===== src/rtl/sram_arbiter.sv =====
// sram_arbiter: shares one sram-like slave port between an instruction
// master and a data master.
//
// Build option: define SRAM_ARB_ROUND_ROBIN_EN to resolve request conflicts
// round-robin. Without it, the data master wins every conflict.
//
// Handshake: a master holds req and its request fields stable until it sees
// addr_ok. addr_ok is asserted in the cycle where out_req and out_addr_ok are
// both high, and that cycle is the acceptance. Each accepted request later
// receives exactly one data_ok. Responses return in acceptance order and are
// steered back to the owning master through a small in-order ownership FIFO.
// Request and response paths are purely combinational. The only state is
// the ownership FIFO, its count, the lock, and the round-robin last-grant bit.

module sram_arbiter #(
  parameter int MAX_OUTSTANDING = 4
) (
  input  logic        clk,
  input  logic        reset,

  input  logic        inst_req,
  input  logic        inst_wr,
  input  logic [1:0]  inst_size,
  input  logic [3:0]  inst_wstrb,
  input  logic [31:0] inst_addr,
  input  logic [31:0] inst_wdata,
  output logic        inst_addr_ok,
  output logic        inst_data_ok,
  output logic [31:0] inst_rdata,

  input  logic        data_req,
  input  logic        data_wr,
  input  logic [1:0]  data_size,
  input  logic [3:0]  data_wstrb,
  input  logic [31:0] data_addr,
  input  logic [31:0] data_wdata,
  output logic        data_addr_ok,
  output logic        data_data_ok,
  output logic [31:0] data_rdata,

  output logic        out_req,
  output logic        out_wr,
  output logic [1:0]  out_size,
  output logic [3:0]  out_wstrb,
  output logic [31:0] out_addr,
  output logic [31:0] out_wdata,
  input  logic        out_addr_ok,
  input  logic        out_data_ok,
  input  logic [31:0] out_rdata
);

  localparam int PTR_W = $clog2(MAX_OUTSTANDING);
  localparam int CNT_W = PTR_W + 1;

  // Owner IDs stored in the ownership FIFO and used for the grant.
  localparam logic OWNER_INST = 1'b0;
  localparam logic OWNER_DATA = 1'b1;

  // Ownership FIFO state. Pointers wrap naturally because the depth is a
  // power of two.
  logic [MAX_OUTSTANDING-1:0] owner_fifo;
  logic [PTR_W-1:0]           rd_ptr;
  logic [PTR_W-1:0]           wr_ptr;
  logic [CNT_W-1:0]           count;

  // The lock freezes the grant while a presented request waits for
  // out_addr_ok, so the slave sees stable request fields.
  logic lock;
  logic lock_owner;

  // Combinational arbitration and handshake terms.
  logic grant;
  logic granted_req;
  logic full;
  logic empty;
  logic accept;
  logic pop;
  logic head_owner;

`ifdef SRAM_ARB_ROUND_ROBIN_EN
  // Master granted at the most recent acceptance.
  logic last_grant;
`endif

  assign full       = (count == CNT_W'(MAX_OUTSTANDING));
  assign empty      = (count == '0);
  assign head_owner = owner_fifo[rd_ptr];

  // Choose the granted master. A locked grant always wins. Otherwise a lone
  // requester is granted, and a conflict goes to the configured policy.
  always_comb begin
    grant = OWNER_INST;
    if (lock) begin
      grant = lock_owner;
    end else if (inst_req && data_req) begin
`ifdef SRAM_ARB_ROUND_ROBIN_EN
      grant = ~last_grant;
`else
      grant = OWNER_DATA;
`endif
    end else if (data_req) begin
      grant = OWNER_DATA;
    end else begin
      grant = OWNER_INST;
    end
  end

  // Steer the granted master's request fields onto the shared slave port.
  always_comb begin
    granted_req = inst_req;
    out_wr      = inst_wr;
    out_size    = inst_size;
    out_wstrb   = inst_wstrb;
    out_addr    = inst_addr;
    out_wdata   = inst_wdata;
    if (grant == OWNER_DATA) begin
      granted_req = data_req;
      out_wr      = data_wr;
      out_size    = data_size;
      out_wstrb   = data_wstrb;
      out_addr    = data_addr;
      out_wdata   = data_wdata;
    end
  end

  // Gate the request and the handshakes. Nothing is issued during reset,
  // no request is issued while the FIFO is full, and out_data_ok is
  // ignored while no response is owed.
  always_comb begin
    out_req      = !reset && granted_req && !full;
    accept       = out_req && out_addr_ok;
    pop          = !reset && out_data_ok && !empty;
    inst_addr_ok = accept && (grant == OWNER_INST);
    data_addr_ok = accept && (grant == OWNER_DATA);
    inst_data_ok = pop && (head_owner == OWNER_INST);
    data_data_ok = pop && (head_owner == OWNER_DATA);
  end

  // Read data is shared; only data_ok identifies the owner.
  assign inst_rdata = out_rdata;
  assign data_rdata = out_rdata;

  // Ownership FIFO: push the owner on acceptance and pop on a response.
  // A push and a pop in the same cycle leave the count unchanged.
  always_ff @(posedge clk) begin
    if (reset) begin
      owner_fifo <= '0;
      rd_ptr     <= '0;
      wr_ptr     <= '0;
      count      <= '0;
    end else begin
      if (accept) begin
        owner_fifo[wr_ptr] <= grant;
        wr_ptr             <= wr_ptr + PTR_W'(1);
      end
      if (pop) begin
        rd_ptr <= rd_ptr + PTR_W'(1);
      end
      case ({accept, pop})
        2'b10:   count <= count + CNT_W'(1);
        2'b01:   count <= count - CNT_W'(1);
        default: count <= count;
      endcase
    end
  end

  // Lock while a presented request waits for out_addr_ok, and release on
  // acceptance. out_req is low when full, so the lock never sets then.
  always_ff @(posedge clk) begin
    if (reset) begin
      lock       <= 1'b0;
      lock_owner <= OWNER_INST;
    end else begin
      lock <= out_req && !out_addr_ok;
      if (out_req && !out_addr_ok) begin
        lock_owner <= grant;
      end
    end
  end

`ifdef SRAM_ARB_ROUND_ROBIN_EN
  // Track the master granted at the last acceptance for round-robin.
  always_ff @(posedge clk) begin
    if (reset) begin
      last_grant <= OWNER_INST;
    end else if (accept) begin
      last_grant <= grant;
    end
  end
`endif

endmodule

===== config.mk =====
export PLATFORM = sky130hd
export DESIGN_NAME = sram_arbiter
export DESIGN_NICKNAME = d
export VERILOG_FILES = /design/src/rtl/sram_arbiter.sv
export SDC_FILE = /design/constraint.sdc
export NUM_CORES = 1
export LEC_CHECK = 0
export ABC_AREA = 1
export CORE_AREA = 2 2 123 125
export CTS_BUF_LIST = sky130_fd_sc_hd__clkbuf_8
export DETAILED_ROUTE_END_ITERATION = 10
export DIE_AREA = 0 0 125 127
export SYNTH_ARGS = -nofsm -noshare
export SYNTH_HDL_FRONTEND = slang
export SYNTH_SLANG_ARGS = --single-unit

===== constraint.sdc =====
create_clock -name clk -period 3.3 [get_ports clk]
set_clock_uncertainty 0.1 [all_clocks]
set_input_delay 0.825 -clock clk [delete_from_list [all_inputs] [get_ports clk]]
set_output_delay 0.825 -clock clk [all_outputs]
set_load 0.05 [all_outputs]

==> results.md, run 1 <==
- Number of gates resized after CTS: 0
- VDD IR-drop max: 0.1134 mV
- Buffer count from post-CTS setup fixing: 0
- Row count: 44
- Fin nets: 743
- Total GRT Usage: 0.1091
- Drt first pass iters: 4
- Cells after Synth: 400
- Chip height: 127 microns
- RSZ-0062 raised after global routing: no
- Latest clock arrival within the worst-skew pair: 0.25 ns
- # hold bufs at CTS: 0
- Root Driver: clkbuf_8
- DRC errors left: 0
- IO buf count: 223
- Post-Place Cells: 736
- Crit Path Category: input port to primary output
- Vias per cell: 3.764
- Power per cell area: 296.3 nW/um^2
- CTS H-tree depth: 1
- Worst Hold Class: flop to flop
- Slew Viols, Final: 0
- Leakage: 2.324 nW
- Area delta synth->final: 129.2%
- Core area: 14420 sq um
- CTS tree: done
- # clock sinks: 13
- Crit end category: primary output
- Setup tns final: 0 ns
- Vias in the first global route: 2648
- Period utilisation layout: 0.9496
- Switching portion of total power: 0.4438
- Status: completed
- Final setup viols: 0
- Via count: 2785
- Clk pwr share: 0.098
- Crit path required time: 2.37 ns
- Wire per inst: 12.68 microns
- Cell taking the most area after synthesis: nand2_1
- Routability Congestion: 0.7570
- Slew headroom: 0.8199
- HPWL Detailed: 8.144 mm
- Grt total ovfl: 0
- Ant diodes: 0
- Largest net degree at the start of global routing: 39
- Critical path launch point type: input port
- Final cell count without fillers: 740
- CTS Buf Count: 3
- Max cap viols: 0
- Share of cells above drive strength 1: 0.1781
- P_int: 0.8183 mW
- Synthesized area: 2166 sq um
- Max Clock Freq: 319.1 MHz
- Distinct cells, synth: 26
- Die W: 125 microns
- Initial Util: 0.1502
- Final Core Density: 0.3442
- Synth top area share: 0.4003
- Initial antenna violation count: 0
- Number of routed nets with antenna violations: 0
- First-pass GRT wire length: 14.00 mm
- Comb pwr share: 0.785
- # IOs: 320
- Sw power: 0.6529 mW
- #FFs+latches synth: 13
- Clock Pin Slew Worst Setup and Hold Paths: 0.06 ns
- Ys Warns: 0
- Area contributors post-synth: nand2_1 40%, buf_4 22%, dfxtp_1 12%, inv_1 2.9%, nor2_1 2.9%
- Syn_nets: 586
- Wirelength, routed: 9.380 mm
- Sequential fraction of design power: 0.117
- Final Hold Fails: 0
- Slew @ Worst Pin: 0.2680 ns
- Synthesized area per cell: 5.415 sq um
- # fillers: 1500
- Worst Path Arrival: 2.21 ns
- Worst-path maximum fanout: 4
- Sequential fraction of the synthesis area: 0.1202
- Initial DRC count: 49
- CTS Buffer Depth: 2
- Die area: 15880 sq um
- Min Clock Period, post-route: 3.134 ns
-- sequential cells by signal (all words and copies together) (netlist names) --
signal	cells
count	3
lock	1
lock_owner	1
owner_fifo	4
rd_ptr	2
wr_ptr	2
-- critical path, cell delays in order --
cell and delay [ns]:
clkdlybuf4s50_1 0.47, nand2_1 0.06, nand2_2 0.18, nor2_4 0.08
nor2_8 0.12, nand2_4 0.06, nor2_1 0.23, buf_12 0.18
-- cells in the final DEF (no fill, tap or decap), drive strengths merged --
master         synthesis  layout
nand2                233     233
clkdlybuf4s50          0     147
buf                   79      86
inv                   20      21
nor2                  19      19
dfxtp                 13      13
o21ai                  7       7
a21oi                  6       6
nand3                  6       6
ha                     5       5
nand4                  4       4
clkbuf                 2       3
nor3                   3       3
a22oi                  1       1
and2                   1       1
fa                     1       1
-- power groups by stage --
stage / logic [mW] / registers, mW / clock network [mW]
CTS: 1.17 / 0.172 / 0.150
global route: 1.21 / 0.174 / 0.154
floorplan: 0.721 / 0.174 / 0
finish: 1.15 / 0.172 / 0.144
detailed placement: 1.17 / 0.176 / 0
global placement: 1.16 / 0.175 / 0
-- path summary, 6_finish.rpt --
path | start | cells past startpoint | endpoint | slack (ns)
setup / recovery | data_req | 8 | inst_addr_ok | 0.17
hold / removal | count[2]$_SDFFE_PP0P_ | 2 | count[2]$_SDFFE_PP0P_ | 0.38
setup reg to reg | lock$_SDFF_PP0_ | 13 | count[2]$_SDFFE_PP0P_ | 1.11
hold reg to reg | count[2]$_SDFFE_PP0P_ | 2 | count[2]$_SDFFE_PP0P_ | 0.38
-- per-layer routing --
layer / share of wire / GRT usage / routed length, microns / up-vias
li1: - / - / - / 1449
met1: 0.38 / 0.1272 / 3606 / 1132
met2: 0.47 / 0.1825 / 4439 / 169
met3: 0.11 / 0.03936 / 1004 / 35
met4: 0.035 / 0.04444 / 330 / 0
met5: 0 / 0 / 0 / -
-- synthesized netlist by cell type, drive strengths merged --
| library cell | count |
|---|---|
| nand2 | 233 |
| clkbuf | 2 |
| a21oi | 6 |
| o21ai | 7 |
| nor3 | 3 |
| inv | 20 |
| ha | 5 |
| a22oi | 1 |
| fa | 1 |
| dfxtp | 13 |
| buf | 79 |
| nand3 | 6 |
| nor2 | 19 |
| nand4 | 4 |
| and2 | 1 |
-- layout make-up --
type	instances	area [sq um]	share of cell area
multi-input cells	286	1234	0.2485
flip-flops and latches	13	260.3	0.05242
clock buffers	3	41.29	0.008317
inverters	20	77.57	0.01563
well taps	184	230.2	0.04637
repair buffers	233	3118	0.6280
clock inverters	1	3.754	0.0007560
-- metrics by stage --
stage	worst slack (ns)	hold WS, ns	area, sq um	power [mW]
6_report	0.1663	0.3850	4965	1.471
5_1_grt	0.01661	0.4151	4965	1.542
4_1_cts	0.1066	0.3884	4965	1.491
3_5_place_dp	0.1231	0.3787	4920	1.342
3_3_place_gp	0.08881	0.3701	4920	1.340
2_1_floorplan	0.2848	0.3520	2166	0.8954
-- cells by family after synthesis --
group | Yosys count | synth area share
compound gates | 14 | 0.03351
fa+ha+maj | 6 | 0.03813
simple gates | 266 | 0.4980
buf+inv | 101 | 0.3102
flops | 13 | 0.1202
(Power assumes the default switching activity.)
==> inputs of run 2 (changes only) <==
ABC_CLOCK_PERIOD_IN_PS = 3300   (was default)
TNS_END_PERCENT = 30   (was default)
==> results of run 2 <==
The final DEF is identical to that of run 1; final timing and power are the same.
